[src/rtl/dc_sweep_sequencer.sv]
// dc_sweep_sequencer: two-axis DC bias sweep. The outer loop steps the gate
// code, the inner loop steps the drain code. Each point loads the DACs, waits
// a settle time, takes a drain-current conversion and emits {vg, vd, current}
// on a ready/valid stream.
// Optional build macro DC_SWEEP_AVG_EN: average 4 conversions per point.
module dc_sweep_sequencer #(
    parameter int DW = 16,
    parameter int CW = 8,
    parameter int SW = 16
) (
    input  logic            clk,
    input  logic            rst_n,
    input  logic            start,
    input  logic [DW-1:0]   vg_start,
    input  logic [DW-1:0]   vg_step,
    input  logic [DW-1:0]   vd_start,
    input  logic [DW-1:0]   vd_step,
    input  logic [CW-1:0]   vg_count,
    input  logic [CW-1:0]   vd_count,
    input  logic [SW-1:0]   settle,
    output logic [DW-1:0]   vg_code,
    output logic [DW-1:0]   vd_code,
    output logic            dac_load,
    output logic            adc_req,
    input  logic            adc_valid,
    input  logic [DW-1:0]   adc_data,
    output logic            res_valid,
    input  logic            res_ready,
    output logic [3*DW-1:0] res_data,
    output logic            res_last,
    output logic            busy,
    output logic            done
);

    typedef enum logic [2:0] {
        IDLE, LOAD, SETTLE, SAMPLE, WAIT_ADC, EMIT, FINISH
    } state_t;

    state_t state_q, state_d;

    // Sweep configuration captured at start; vg_start is only needed once.
    logic [DW-1:0]   vg_step_q, vg_step_d;
    logic [DW-1:0]   vd_start_q, vd_start_d;
    logic [DW-1:0]   vd_step_q, vd_step_d;
    logic [CW-1:0]   vg_count_q, vg_count_d;
    logic [CW-1:0]   vd_count_q, vd_count_d;
    logic [SW-1:0]   settle_q, settle_d;

    // Point indices and settle timer.
    logic [CW-1:0]   i_q, i_d;
    logic [CW-1:0]   j_q, j_d;
    logic [SW-1:0]   scnt_q, scnt_d;

    // Codes double as running accumulators: each step adds the increment.
    logic [DW-1:0]   vg_code_q, vg_code_d;
    logic [DW-1:0]   vd_code_q, vd_code_d;
    logic [3*DW-1:0] res_data_q, res_data_d;

    logic            dac_load_q, dac_load_d;
    logic            adc_req_q, adc_req_d;
    logic            res_valid_q, res_valid_d;
    logic            res_last_q, res_last_d;
    logic            busy_q, busy_d;
    logic            done_q, done_d;

    logic [DW-1:0]   cur_d;
    logic            i_last, j_last;

`ifdef DC_SWEEP_AVG_EN
    logic [1:0]      avg_cnt_q, avg_cnt_d;
    logic [DW+1:0]   avg_acc_q, avg_acc_d;
    logic [DW+1:0]   avg_sum;
    assign avg_sum = avg_acc_q + {2'b00, adc_data};
`endif

    assign i_last = (i_q == vg_count_q - CW'(1));
    assign j_last = (j_q == vd_count_q - CW'(1));

    // Next-state and datapath decode; outputs are registered from the next state.
    always_comb begin
        state_d     = state_q;
        vg_step_d   = vg_step_q;
        vd_start_d  = vd_start_q;
        vd_step_d   = vd_step_q;
        vg_count_d  = vg_count_q;
        vd_count_d  = vd_count_q;
        settle_d    = settle_q;
        i_d         = i_q;
        j_d         = j_q;
        scnt_d      = scnt_q;
        vg_code_d   = vg_code_q;
        vd_code_d   = vd_code_q;
        res_data_d  = res_data_q;
        cur_d       = adc_data;
`ifdef DC_SWEEP_AVG_EN
        avg_cnt_d   = avg_cnt_q;
        avg_acc_d   = avg_acc_q;
`endif

        case (state_q)
            IDLE: begin
                if (start) begin
                    vg_step_d  = vg_step;
                    vd_start_d = vd_start;
                    vd_step_d  = vd_step;
                    vg_count_d = vg_count;
                    vd_count_d = vd_count;
                    settle_d   = settle;
                    if (vg_count == '0 || vd_count == '0) begin
                        // Empty sweep: no DAC activity, just the done pulse.
                        state_d = FINISH;
                    end else begin
                        i_d       = '0;
                        j_d       = '0;
                        vg_code_d = vg_start;
                        vd_code_d = vd_start;
                        state_d   = LOAD;
                    end
                end
            end
            LOAD: begin
`ifdef DC_SWEEP_AVG_EN
                avg_cnt_d = '0;
                avg_acc_d = '0;
`endif
                if (settle_q == '0) begin
                    state_d = SAMPLE;
                end else begin
                    scnt_d  = settle_q - SW'(1);
                    state_d = SETTLE;
                end
            end
            SETTLE: begin
                if (scnt_q == '0) state_d = SAMPLE;
                else              scnt_d  = scnt_q - SW'(1);
            end
            SAMPLE: begin
                state_d = WAIT_ADC;
            end
            WAIT_ADC: begin
                if (adc_valid) begin
`ifdef DC_SWEEP_AVG_EN
                    if (avg_cnt_q == 2'd3) begin
                        cur_d      = avg_sum[DW+1:2];
                        res_data_d = {vg_code_q, vd_code_q, cur_d};
                        state_d    = EMIT;
                    end else begin
                        avg_acc_d = avg_sum;
                        avg_cnt_d = avg_cnt_q + 2'd1;
                        state_d   = SAMPLE;
                    end
`else
                    res_data_d = {vg_code_q, vd_code_q, cur_d};
                    state_d    = EMIT;
`endif
                end
            end
            EMIT: begin
                // res_valid is high throughout EMIT, so ready alone completes it.
                if (res_ready) begin
                    if (!j_last) begin
                        j_d       = j_q + CW'(1);
                        vd_code_d = vd_code_q + vd_step_q;
                        state_d   = LOAD;
                    end else if (!i_last) begin
                        i_d       = i_q + CW'(1);
                        j_d       = '0;
                        vg_code_d = vg_code_q + vg_step_q;
                        vd_code_d = vd_start_q;
                        state_d   = LOAD;
                    end else begin
                        state_d = FINISH;
                    end
                end
            end
            FINISH: begin
                state_d = IDLE;
            end
            default: begin
                state_d = IDLE;
            end
        endcase

        dac_load_d  = (state_d == LOAD);
        adc_req_d   = (state_d == SAMPLE);
        res_valid_d = (state_d == EMIT);
        res_last_d  = (state_d == EMIT) && i_last && j_last;
        busy_d      = (state_d != IDLE);
        done_d      = (state_d == FINISH);
    end

    // State register.
    always_ff @(posedge clk or negedge rst_n) begin
        if (!rst_n) state_q <= IDLE;
        else        state_q <= state_d;
    end

    // Datapath and registered outputs; reset abandons any sweep in progress.
    always_ff @(posedge clk or negedge rst_n) begin
        if (!rst_n) begin
            vg_step_q   <= '0;
            vd_start_q  <= '0;
            vd_step_q   <= '0;
            vg_count_q  <= '0;
            vd_count_q  <= '0;
            settle_q    <= '0;
            i_q         <= '0;
            j_q         <= '0;
            scnt_q      <= '0;
            vg_code_q   <= '0;
            vd_code_q   <= '0;
            res_data_q  <= '0;
            dac_load_q  <= 1'b0;
            adc_req_q   <= 1'b0;
            res_valid_q <= 1'b0;
            res_last_q  <= 1'b0;
            busy_q      <= 1'b0;
            done_q      <= 1'b0;
        end else begin
            vg_step_q   <= vg_step_d;
            vd_start_q  <= vd_start_d;
            vd_step_q   <= vd_step_d;
            vg_count_q  <= vg_count_d;
            vd_count_q  <= vd_count_d;
            settle_q    <= settle_d;
            i_q         <= i_d;
            j_q         <= j_d;
            scnt_q      <= scnt_d;
            vg_code_q   <= vg_code_d;
            vd_code_q   <= vd_code_d;
            res_data_q  <= res_data_d;
            dac_load_q  <= dac_load_d;
            adc_req_q   <= adc_req_d;
            res_valid_q <= res_valid_d;
            res_last_q  <= res_last_d;
            busy_q      <= busy_d;
            done_q      <= done_d;
        end
    end

`ifdef DC_SWEEP_AVG_EN
    // Conversion counter and sum for the 4-sample average.
    always_ff @(posedge clk or negedge rst_n) begin
        if (!rst_n) begin
            avg_cnt_q <= '0;
            avg_acc_q <= '0;
        end else begin
            avg_cnt_q <= avg_cnt_d;
            avg_acc_q <= avg_acc_d;
        end
    end
`endif

    assign vg_code   = vg_code_q;
    assign vd_code   = vd_code_q;
    assign dac_load  = dac_load_q;
    assign adc_req   = adc_req_q;
    assign res_valid = res_valid_q;
    assign res_data  = res_data_q;
    assign res_last  = res_last_q;
    assign busy      = busy_q;
    assign done      = done_q;

endmodule
[config.mk]
export PLATFORM = sky130hd
export DESIGN_NAME = dc_sweep_sequencer
export DESIGN_NICKNAME = d
export VERILOG_FILES = /design/src/rtl/dc_sweep_sequencer.sv
export SDC_FILE = /design/constraint.sdc
export NUM_CORES = 1
export LEC_CHECK = 0
export ABC_AREA = 0
export CAP_MARGIN = 10
export CORE_AREA = 2 2 148 150
export CTS_CLUSTER_DIAMETER = 200
export DETAILED_ROUTE_END_ITERATION = 6
export DIE_AREA = 0 0 150 152
export GPL_ROUTABILITY_DRIVEN = 0
export MAX_ROUTING_LAYER = met4
export PLACE_DENSITY = 0.79
export SYNTH_ARGS = -nofsm -noshare
export SYNTH_HDL_FRONTEND = slang
export SYNTH_SLANG_ARGS = --single-unit
[constraint.sdc]
create_clock -name clk -period 3.3 [get_ports clk]
set_clock_uncertainty 0.05 [all_clocks]
set_input_delay 0.825 -clock clk [delete_from_list [all_inputs] [get_ports clk]]
set_output_delay 0.825 -clock clk [all_outputs]
set_load 0.03 [all_outputs]
==> results.md <==
- Num CTS Buffers: 23
- Sw frac: 42.0%
- Drt first pass iters: 5
- Clock Path Buffers: 3
- Slew headroom: 53.1%
- Syn Area/Cell: 10.7 µm²
- Starting Density: 51.8%
- Grt met1 use: 31.5%
- Crit-path max FO: 19
- Register bit total from synthesis: 201
- FF/Latch Area: 0.00503 mm²
- Syn Nets: 1189
- Largest net degree at the start of global routing: 69
- FF-to-FF End: i_q[5]$_DFFE_PN0P_
- Final core utilization: 66.8%
- Dpl cells: 1510
- Comb pwr share: 53.7%
- Fmax achieved: 320 MHz
- Cell mode on critical path: buf_4
- Crit Path Class: in2reg
- Filler cell count in the final layout: 1691
- Final Max Slew Viols: 0
- First-pass GRT wire length: 46.8 mm
- Min Tclk post-route: 3130 ps
- Pwr Total: 15.2 mW
- Top FF cell, synth: dfrtp_1
- I/O pin count: 203
- Synth unique cells: 75
- Post-route ant nets: 0
- Number of DRC markers in iteration 0: 370
- WP data required: 3650 ps
- Pwr dens: 1060 mW/mm²
- Final setup viols: 0
- Worst reg-to-reg path cell count: 9
- Run status: finished clean
- R2R Path Start: vd_count_q[0]$_DFFE_PN0P_
- Resized Gates After CTS: 0
- Met2 Usage GRT: 42.9%
- Synth Cell Area: 0.0110 mm²
- Worst VDD drop: 0.000679 V
- Slew @ Worst Pin: 703 ps
- Leak: 6.02 nW
- Core Box Area: 0.0214 mm²
- GR Layer Usage met3: 5.35%
- # rows: 54
- RSZ-0062 raised after global routing: no
- CP Cell Sequence: clkdlybuf4s50_1 > nor4_1 > buf_4 > nand2_1 > and3_1 > or4_1 > o311ai_4 > buf_4 > nor2_1 > a22o_1
- Critical Path End Type: flop
- Area delta synth->final: 29.1%
- Gr busiest metal: met2
- Switching pwr: 6.37 mW
- Clock share of power: 15.7%
- Vias post-DR: 8947
- Initial antenna violation count: 1
- Dpl hpwl: 20.2 mm
- Async set-or-reset flop fraction in the synthesized netlist: 100%
- Multi-input logic area: 0.00566 mm²
- Reg2Reg Setup Slack: 300 ps
- GRT overflow: 0
- GRT Total Usage: 25.8%
- Layout cells sized above 1: 17.6%
- Vias in the first global route: 9540
- Final worst slack: 174 ps
- Register clock-pin slew on the reported worst setup and hold paths: 60 ps
- Tcrit/Tclk final: 94.7%
- Max-cap violations: 0
- Chip height: 152 µm
- Post-synthesis cell count: 1035
- CTS tree: built
- Max H-tree Level: 1
- Root buf cell: clkbuf_16
- Most frequent cells in the layout: 201 x dfrtp_1, 201 x clkdlybuf4s50_1, 130 x mux2_2
- CP max stage cell: or4_1
- Postcts setup bufs: 0
- Post-route insts no fill: 1550
- Post-Place Setup Slack: -313 ps
- WP buf/inv: 3
- Worst-skew pair later-pin latency: 510 ps
- DRC: 0
- Number of flops mapped to enable cells by yosys: 0
- Slowest stage delay, CP: 590 ps
- Setup_tns: 0 ps
- Die ar.: 0.0228 mm²
- Synth warn: 0
- I/O Buffers: 202
- Worst EP arrival: 3480 ps
- Routed len/inst: 18.1 µm
- Final hold violations: 0
- CTS Hold Bufs: 0
- Nature of the critical path startpoint: input pin
- Sequential cell fraction of total power: 30.5%
- Total Wirelength: 28.1 mm
- Worst hold path class: in2async
- Cell family with most CP delay: simple AND/OR/NAND/NOR gates
- Seq/Total Area, Yosys: 45.5%
- Vias per cell: 5.77
- Internal: 8.80 mW
- TritonCTS Sinks: 201
- Die width: 150 µm
- Final nets: 1409
[logic make-up (layout without fill, tap and decap cells)]
family	Yosys count	in the layout	share of synthesized area (%)
AOI/OAI and AO/OA	238	238	15.0
other	0	1	0
xor gates and xnor gates	37	37	2.93
adders and majority gates	37	37	4.33
buffers and inverters	86	320	3.34
and+or+nand+nor	285	285	13.6
DFF	201	201	45.5
muxes	151	151	15.3
[registers in the layout (all words and copies together), names as in the netlist]
| name | cells |
|---|---|
| adc_req | 1 |
| res_valid | 1 |
| vd_step_q | 16 |
| i_q | 8 |
| res_data | 48 |
| settle_q | 16 |
| state_q | 3 |
| vd_count_q | 8 |
| vd_start_q | 16 |
| done | 1 |
| dac_load | 1 |
| vg_code | 16 |
| scnt_q | 16 |
| vg_step_q | 16 |
| vd_code | 16 |
| busy | 1 |
| res_last | 1 |
| vg_count_q | 8 |
| j_q | 8 |
[routing by layer]
layer	part of all wire [%]	wire length [µm]
met1	43	12000
met2	48	13600
met3	5.9	1650
met5	0	0
met4	3.2	888
[how the worst max path moves through the flow]
stage                                          from                      to  cells past startpoint
after floorplan                state_q[0]$_DFF_PN0_  scnt_q[12]$_DFFE_PN0P_                     12
after global placement                  vd_count[1]  vd_code[8]$_DFFE_PN0P_                     10
after detailed placement                vd_count[1]  vd_code[8]$_DFFE_PN0P_                     10
after CTS                               vd_count[1]  vd_code[8]$_DFFE_PN0P_                     10
after global routing      vd_count_q[0]$_DFFE_PN0P_      i_q[6]$_DFFE_PN0P_                      9
final                                   vd_count[0]  vd_code[8]$_DFFE_PN0P_                     10
[power groups by stage]
stage	combinational, mW	sequential (mW)	clock [mW]
final	8.15	4.63	2.38
after global routing	8.93	4.80	2.53
after CTS	8.17	4.63	2.44
after detailed placement	8.09	4.65	0
after global placement	7.85	4.60	0
after floorplan	4.85	5.30	0
[Yosys cell counts, types with 9 or more instances]
master    instances  area, µm²
a211oi_1         14        105
a21o_1           13       97.6
a21oi_1          61        305
a31oi_1           9       56.3
and2_1           10       62.6
and3_1           11       68.8
buf_2            10       50.1
clkbuf_1         25       93.8
dfrtp_1         201       5030
ha_1             35        438
inv_1            39        146
mux2_2          130       1460
mux2i_1          20        200
nand2_1          61        229
nand2b_1          9       56.3
nand3_1          27        135
nor2_1           67        251
nor3_1           31        155
nor4_1            9       56.3
o211ai_1         11       82.6
o21ai_0          46        230
o22ai_1          12       75.1
o31ai_1          17        128
or3_1            14       87.6
or4_1             9       67.6
xnor2_1          23        201
xor2_1           14        123
[metrics by stage]
| stage | hold slack (ps) | cell area [µm²] |
|---|---|---|
| 2_1_floorplan | 418 | 11000 |
| 3_3_place_gp | 432 | 13600 |
| 3_5_place_dp | 440 | 13600 |
| 4_1_cts | 294 | 14300 |
| 5_1_grt | 321 | 14300 |
| 6_report | 289 | 14300 |
[cell type report]
cell class                 instances  share of cell area (%)
inverter                          39                    1.03
clock inverter                     5                   0.219
antenna                            1                  0.0175
sequential                       201                    35.3
timing repair buffer             242                    16.7
multi-input combinational        748                    39.7
clock buffer                      34                    4.68
tap                              280                    2.46
No activity file was read; power rests on OpenSTA's default activity.
